$ cat src/rtl/mem_arbiter.sv
// mem_arbiter: shares one single-port 16-bit word memory between an
// instruction-fetch port (IF, read-only) and a load/store port (D).
//
// Ports:
//   clk, reset                 clock, synchronous active-high reset
//   if_req/if_addr             fetch request and word address
//   if_ack/if_rdata            fetch completion pulse and registered data
//   d_req/d_we/d_addr/d_wdata  load/store request and operands
//   d_ack/d_rdata              load/store completion pulse and load data
//   mem_addr/mem_wdata/mem_wen memory address, write data, write strobe
//   mem_rdata                  memory combinational read data
//   busy                       arbiter is not idle
//   owner                      current or last grantee (0 = IF, 1 = D)
module mem_arbiter #(
    parameter int WAIT_CYCLES = 1,
    parameter int MAX_STARVE  = 4
) (
    input  logic        clk,
    input  logic        reset,
    input  logic        if_req,
    input  logic [15:0] if_addr,
    output logic        if_ack,
    output logic [15:0] if_rdata,
    input  logic        d_req,
    input  logic        d_we,
    input  logic [15:0] d_addr,
    input  logic [15:0] d_wdata,
    output logic        d_ack,
    output logic [15:0] d_rdata,
    output logic [15:0] mem_addr,
    output logic [15:0] mem_wdata,
    output logic        mem_wen,
    input  logic [15:0] mem_rdata,
    output logic        busy,
    output logic        owner
);

    localparam logic [1:0] S_IDLE   = 2'd0;
    localparam logic [1:0] S_ACCESS = 2'd1;
    localparam logic [1:0] S_DONE   = 2'd2;

    localparam logic [3:0] WAIT_INIT = 4'(WAIT_CYCLES - 1);
    localparam logic [3:0] STARVE_MAX = 4'(MAX_STARVE);

    logic [1:0]  state_q, state_d;
    logic [3:0]  wait_q, wait_d;
    logic [3:0]  starve_q, starve_d;
    logic [15:0] addr_q, addr_d;
    logic [15:0] wdata_q, wdata_d;
    logic        we_q, we_d;
    logic        owner_q, owner_d;
    logic [15:0] if_rdata_q, if_rdata_d;
    logic [15:0] d_rdata_q, d_rdata_d;
    logic        grant_d;

    always_comb begin
        state_d    = state_q;
        wait_d     = wait_q;
        starve_d   = starve_q;
        addr_d     = addr_q;
        wdata_d    = wdata_q;
        we_d       = we_q;
        owner_d    = owner_q;
        if_rdata_d = if_rdata_q;
        d_rdata_d  = d_rdata_q;
        // D wins contention unless IF has been starved long enough.
        grant_d    = d_req && !(if_req && (starve_q == STARVE_MAX));

        case (state_q)
            S_IDLE: begin
                if (if_req || d_req) begin
                    state_d = S_ACCESS;
                    wait_d  = WAIT_INIT;
                    owner_d = grant_d;
                    if (grant_d) begin
                        addr_d  = d_addr;
                        wdata_d = d_wdata;
                        we_d    = d_we;
                        if (if_req && (starve_q != STARVE_MAX))
                            starve_d = starve_q + 4'd1;
                    end else begin
                        addr_d   = if_addr;
                        wdata_d  = 16'h0000;
                        we_d     = 1'b0;
                        starve_d = 4'd0;
                    end
                end
            end
            S_ACCESS: begin
                if (wait_q != 4'd0) begin
                    wait_d = wait_q - 4'd1;
                end else begin
                    // Capture read data at the closing edge of the access.
                    if (!we_q) begin
                        if (owner_q)
                            d_rdata_d = mem_rdata;
                        else
                            if_rdata_d = mem_rdata;
                    end
                    state_d = S_DONE;
                end
            end
            S_DONE: begin
                state_d = S_IDLE;
            end
            default: begin
                state_d = S_IDLE;
            end
        endcase
    end

    always_ff @(posedge clk) begin
        if (reset) begin
            state_q    <= S_IDLE;
            wait_q     <= 4'd0;
            starve_q   <= 4'd0;
            addr_q     <= 16'h0000;
            wdata_q    <= 16'h0000;
            we_q       <= 1'b0;
            owner_q    <= 1'b0;
            if_rdata_q <= 16'h0000;
            d_rdata_q  <= 16'h0000;
        end else begin
            state_q    <= state_d;
            wait_q     <= wait_d;
            starve_q   <= starve_d;
            addr_q     <= addr_d;
            wdata_q    <= wdata_d;
            we_q       <= we_d;
            owner_q    <= owner_d;
            if_rdata_q <= if_rdata_d;
            d_rdata_q  <= d_rdata_d;
        end
    end

    // Strobe only in the last ACCESS cycle of a store.
    assign mem_wen   = (state_q == S_ACCESS) && (wait_q == 4'd0) && we_q;
    assign mem_addr  = addr_q;
    assign mem_wdata = wdata_q;
    assign if_ack    = (state_q == S_DONE) && !owner_q;
    assign d_ack     = (state_q == S_DONE) && owner_q;
    assign if_rdata  = if_rdata_q;
    assign d_rdata   = d_rdata_q;
    assign busy      = (state_q != S_IDLE);
    assign owner     = owner_q;

endmodule
$ cat config.mk
export PLATFORM = sky130hd
export DESIGN_NAME = mem_arbiter
export DESIGN_NICKNAME = d
export VERILOG_FILES = /design/src/rtl/mem_arbiter.sv
export SDC_FILE = /design/constraint.sdc
export NUM_CORES = 1
export LEC_CHECK = 0
export ABC_AREA = 1
export ABC_CLOCK_PERIOD_IN_PS = 2100
export BUFFER_PORTS_ARGS = -buffer_cell sky130_fd_sc_hd__buf_4
export CORE_ASPECT_RATIO = 1.75
export CORE_MARGIN = 2
export CORE_UTILIZATION = 48
export DETAILED_ROUTE_END_ITERATION = 6
export PLACE_DENSITY_LB_ADDON = 0.2
export SLEW_MARGIN = 40
export SYNTH_ARGS = -nofsm -noshare
export SYNTH_HDL_FRONTEND = slang
export SYNTH_SLANG_ARGS = --single-unit
$ cat constraint.sdc
create_clock -name clk -period 2.1 [get_ports clk]
set_clock_uncertainty 0.2 [all_clocks]
set_input_delay 0.21 -clock clk [delete_from_list [all_inputs] [get_ports clk]]
set_output_delay 0.21 -clock clk [all_outputs]
set_load 0.01 [all_outputs]
# ---- After elaboration in Yosys (flattened, before gate mapping)
# Index checks and enable logic that the tools add are counted.
# Widths: inputs -> output; s select.
dict set report totals {
  reg_bits 76
  input_bits 69
  out_inout_bits 69
  wordCells 54
}
dict set report op_classes {
  addsub 2
  n_eq_ne 8
  muxes 11
  bitwise 3
  n_reduce_logical 21
}
# cell count
set ops {}
lappend ops {{$mux 16} 2}
lappend ops {{$mux 4} 4}
lappend ops {{$pmux 4 s2} 1}
lappend ops {{$reduce_and 4->1} 2}
lappend ops {{$logic_and 1x1->1} 7}
lappend ops {{$ne 2x2->1 const B} 3}
lappend ops {{$reduce_and 3->1} 2}
lappend ops {{$add 4x1->4 const B} 1}
lappend ops {{$eq 4x3->1 const B} 1}
lappend ops {{$logic_not 4->1} 1}
lappend ops {{$mux 2} 2}
lappend ops {{$ne 4x3->1 const B} 1}
lappend ops {{$pmux 2 s2} 1}
lappend ops {{$reduce_and 2->1} 2}
lappend ops {{$reduce_bool 2->1} 2}
lappend ops {{$reduce_bool 4->1} 1}
lappend ops {{$sub 4x1->4 const B} 1}
lappend ops {{$not 1->1} 3}
lappend ops {{$eq 2x1->1 const B} 1}
lappend ops {{$eq 2x2->1 const B} 1}
lappend ops {{$logic_not 1->1} 2}
lappend ops {{$logic_not 2->1} 1}
lappend ops {{$ne 2x1->1 const B} 1}
lappend ops {{$logic_or 1x1->1} 1}
lappend ops {{$mux 1} 1}

# ---- Logic depth before layout (Yosys ltp)
dict set report logic_depth {
  word_depth 6
  ltp_mapped 9
  depth_no_buf 8
}

# ---- Worst setup path after synthesis
# Ideal clock, no wire load.
dict set report synth_path {
  kind {register to register}
  start {register starve_q[0]}
  end {register addr_q[10] (netlist: mem_addr[10])}
  setup_time_ns 0.113
  arrival_ns 1.274
  required_ns 1.787
  setup_slack_ns 0.513
  path_stages_with_launch 8
  path_buffers 1
  period_less_slack_ns 1.587
  cell_sequence {dfxtp_1 -> inv_1 -> ha_1 -> nand4_4 -> clkbuf_1 -> nand3b_1 -> nand3_1 -> nand2_1}
}
dict set report synth_via {
  elab_chain_cells 5
}
# element line_no
set synth_lines {}
lappend synth_lines {{start, declared} 47} ;# logic [3:0] starve_q, starve_d;
lappend synth_lines {{start signal, assigned} 126} ;# starve_q <= starve_d;
lappend synth_lines {{$eq 4x3->1} 67} ;# grant_d = d_req && !(if_req && (starve_q == STARVE_MAX));
lappend synth_lines {{$logic_and 1x1->1} 67}
lappend synth_lines {{$logic_not 1->1} 67}
lappend synth_lines {{$logic_and 1x1->1} 67}
lappend synth_lines {{$mux 16} 75} ;# if (grant_d) begin
lappend synth_lines {{end signal, assigned} 127} ;# addr_q <= addr_d;
lappend synth_lines {{end, declared} 48} ;# logic [15:0] addr_q, addr_d;
# No other way between the ends.
# A chain may end at the register's enable or synchronous reset.

# ---- Final worst setup path
dict set report layout_path {
  start {register wait_q[0]}
  end {register if_rdata_q[4] (netlist: if_rdata[4])}
}
dict set report layout_via {
  elab_chain_cells 3
}
# element line_no
set layout_lines {}
lappend layout_lines {{start, declared} 46} ;# logic [3:0] wait_q, wait_d;
lappend layout_lines {{start signal, assigned} 125} ;# wait_q <= wait_d;
lappend layout_lines {{$reduce_bool 4->1} 90} ;# if (wait_q != 4'd0) begin
lappend layout_lines {{$not 1->1 (no source line)} --}
lappend layout_lines {{$reduce_and 4->1 (no source line)} --}
lappend layout_lines {{end signal, assigned} 131} ;# if_rdata_q <= if_rdata_d;
lappend layout_lines {{end, declared} 52} ;# logic [15:0] if_rdata_q, if_rdata_d;
# No other way between the ends.

==> summary.txt <==
status -> finished clean
synthesized instance count -> 412
max-slew violation count -> 0
# fillers -> 471
Clock Path Buffers -> 2
Synth area leader -> dfxtp_1
#FFs+latches synth -> 76
total gr overflow -> 0
crit-path max cell delay -> 320 ps
Setup Crit Path Kind -> reg -> reg
routed wire length per instance -> 13.4 um
Die ar. -> 7660 um2
Combinational Power Share -> 0.264
Primary FF master, synth -> dfxtp_1
sequential power share -> 0.388
gp weighted congestion -> 0.750
Die H -> 114 um
syn_nets -> 485
# setup viols final -> 0
asr flop ratio synth -> 0
Detail Route Antenna Nets -> 0
Setup crit end kind -> register
slew margin rel. -> 0.633
Detailed Routing Iterations Pass 1 -> 4
CP max FO -> 17
top-area cell type share of the netlist area -> 0.456
max cap viols -> 0
mapped cell area -> 3340 um2
FF-to-FF End -> if_rdata[4]
Syn-to-layout area delta -> 59.0%
layout cells sized above 1 -> 0.331
Hold Crit Class -> in -> reg
placement-stage worst setup slack -> 419 ps
Total GRT Usage -> 0.253
# DRC -> 0
final wirelength -> 9380 um
FP Rows -> 40
Area contributors post-synth -> dfxtp_1 46%, nand2_1 8.8%, o21bai_1 5.9%, nor2_1 5.5%, nor2_2 5.3%
Worst-path clk slew -> 60 ps
Switching Fraction -> 0.291
# diodes -> 0
post-route setup TNS -> 0 ps
most numerous cell in the Yosys netlist -> nand2_1
IO Pins -> 138
Netlist cell types -> 32
Pint -> 3220 uW
HPWL Detailed -> 5860 um
Die W -> 67.0 um
CP dominant cell by count -> nor2_1
first-pass GRT wire length -> 14,800 um
# nets final -> 682
initial antenna violation count -> 0
Hold Crit Depth -> 4
Final period util -> 0.824
Area after DPL -> 4360 um2
NetSw -> 1320 uW
fin worst setup slack -> 369 ps
Least-Margin Pin Slew -> 550 ps
synth warn -> 0
hold endpoint -> mem_addr[4]
Post-synth EDFFs -> 0
# port buffers -> 137
power density over cell area -> 855 nW/um2
Clock Tree Root -> clkbuf_16
Worst R2R Path Depth -> 8
post-route cell area -> 5300 um2
Synth Area per Inst -> 8.10 um2
worst reg2reg startpoint -> wait_q[0]
final hold vios -> 0
Worst Path Arrival -> 1790 ps
latest clock arrival within the worst-skew pair -> 330 ps
clk sinks -> 76
CTS tree -> yes
type of origin of the critical path -> register
Achievable Freq -> 578 MHz
post-DR vias/cell -> 4.80
CP Cell Sequence -> inv_1 -> ha_1 -> nand2_2 -> nor2_4 -> nand2_4 -> inv_6 -> nor2_1 -> nor2_1
core footprint -> 6810 um2
initial cell density of the core -> 0.490
RSZ-0062 raised after global routing -> false
r2r setup slk -> 370 ps
hold_sp -> d_addr[4]
leak pwr -> 0.00255 uW
cts repair resizes -> 0
starting DRC count in detailed routing -> 176
via count -> 3,351
largest net degree at the start of global routing -> 37
Peak VDD IR -> 0.633 mV
vias in the first global route -> 3,319
Synth top cells by count -> 78 x nand2_1, 76 x dfxtp_1, 49 x nor2_1, 45 x inv_1, 28 x nor2_2
Required @ worst endpoint -> 2160 ps
sequential share of the synthesized area -> 0.456
final worst path period need -> 1730 ps
Overall Power -> 4540 uW
cts bufs inserted -> 9
H-Tree Level Count -> 3
Clk pwr share -> 0.348
Hold WS -> 12.2 ps
slowest stage cell, crit path -> dfxtp_1
-- registers in the layout, summed over array words and instances (netlist names) --
signal	flops
d_rdata	16
if_rdata	16
mem_addr	16
mem_wdata	16
owner	1
starve_q	4
state_q	2
wait_q	4
we_q	1
-- per-stage QoR --
stage | cells | utilization
3_5_place_dp | 619 | 0.641
2_1_floorplan | 412 | -
3_3_place_gp | 619 | 0.641
6_report | 698 | 0.779
5_1_grt | 698 | 0.779
4_1_cts | 698 | 0.779
-- timing repair --
item / CTS / global route
endpoints found under the hold margin: 65 / 0
hold buffers: 63 / 0
buffers inserted: 0 / 0
-- power groups by stage --
stage | clock [uW] | combinational (uW) | sequential, uW
after global placement | 0 | 1070 | 1780
after global routing | 1670 | 1320 | 1780
final | 1580 | 1200 | 1760
after floorplan | 0 | 592 | 1850
after detailed placement | 0 | 1100 | 1780
after CTS | 1600 | 1200 | 1760
-- area by class of cell --
type | count | area [um2] | share of cell area
repair buffers | 203 | 1680 | 0.317
flip-flops and latches | 76 | 1520 | 0.287
multi-input cells | 271 | 1490 | 0.281
clock buffers | 12 | 256 | 0.0484
inverters | 48 | 190 | 0.0359
well taps | 84 | 105 | 0.0198
clock inverters | 4 | 56.3 | 0.0106
-- placed cells by master, fill, tap and decap left out, drive strengths merged, types with 2 or more instances in the layout --
cell type	instances
a21oi	5
buf	140
clkbuf	12
clkinv	2
dfxtp	76
dlygate4sd3	63
ha	4
inv	49
nand2	84
nand3	21
nand3b	17
nor2	79
nor3	3
o21ai	20
o21bai	32
xor2	2
-- critical path, delay by kind of cell, from the launching register on --
| family | cells | cell delay (ps) |
|---|---|---|
| adder cells (fa/ha/maj) | 1 | 190 |
| buffers and inverters | 2 | 310 |
| flip-flops | 1 | 320 |
| AND/OR/NAND/NOR | 5 | 620 |
-- cell families (layout without fill, tap and decap cells) --
family / after synthesis / after routing / synth area share
AOI/OAI and AO/OA: 59 / 59 / 0.124
xor gates and xnor gates: 3 / 3 / 0.00788
adders and majority gates: 4 / 4 / 0.0150
buffers and inverters: 65 / 267 / 0.0964
DFF: 76 / 76 / 0.456
and+or+nand+nor: 205 / 205 / 0.301
-- how the worst max path moves through the flow --
stage | slack (ps) | from | to
2_1_floorplan | 510 | starve_q[0] | mem_addr[10]
3_3_place_gp | 460 | wait_q[0] | d_rdata[14]
3_5_place_dp | 420 | wait_q[0] | if_rdata[2]
4_1_cts | 350 | state_q[0] | mem_wen
5_1_grt | 230 | wait_q[0] | if_rdata[4]
6_report | 370 | wait_q[0] | if_rdata[4]
-- layer usage --
metal  vias up  share of wire  global-route usage
met2       133           0.53               0.441
li1       1685              -                   -
met1      1515           0.38               0.269
met4         0          0.018               0.105
met3        18          0.075              0.0885
met5         -              0                   0
Power figures use the tool's default switching activity.
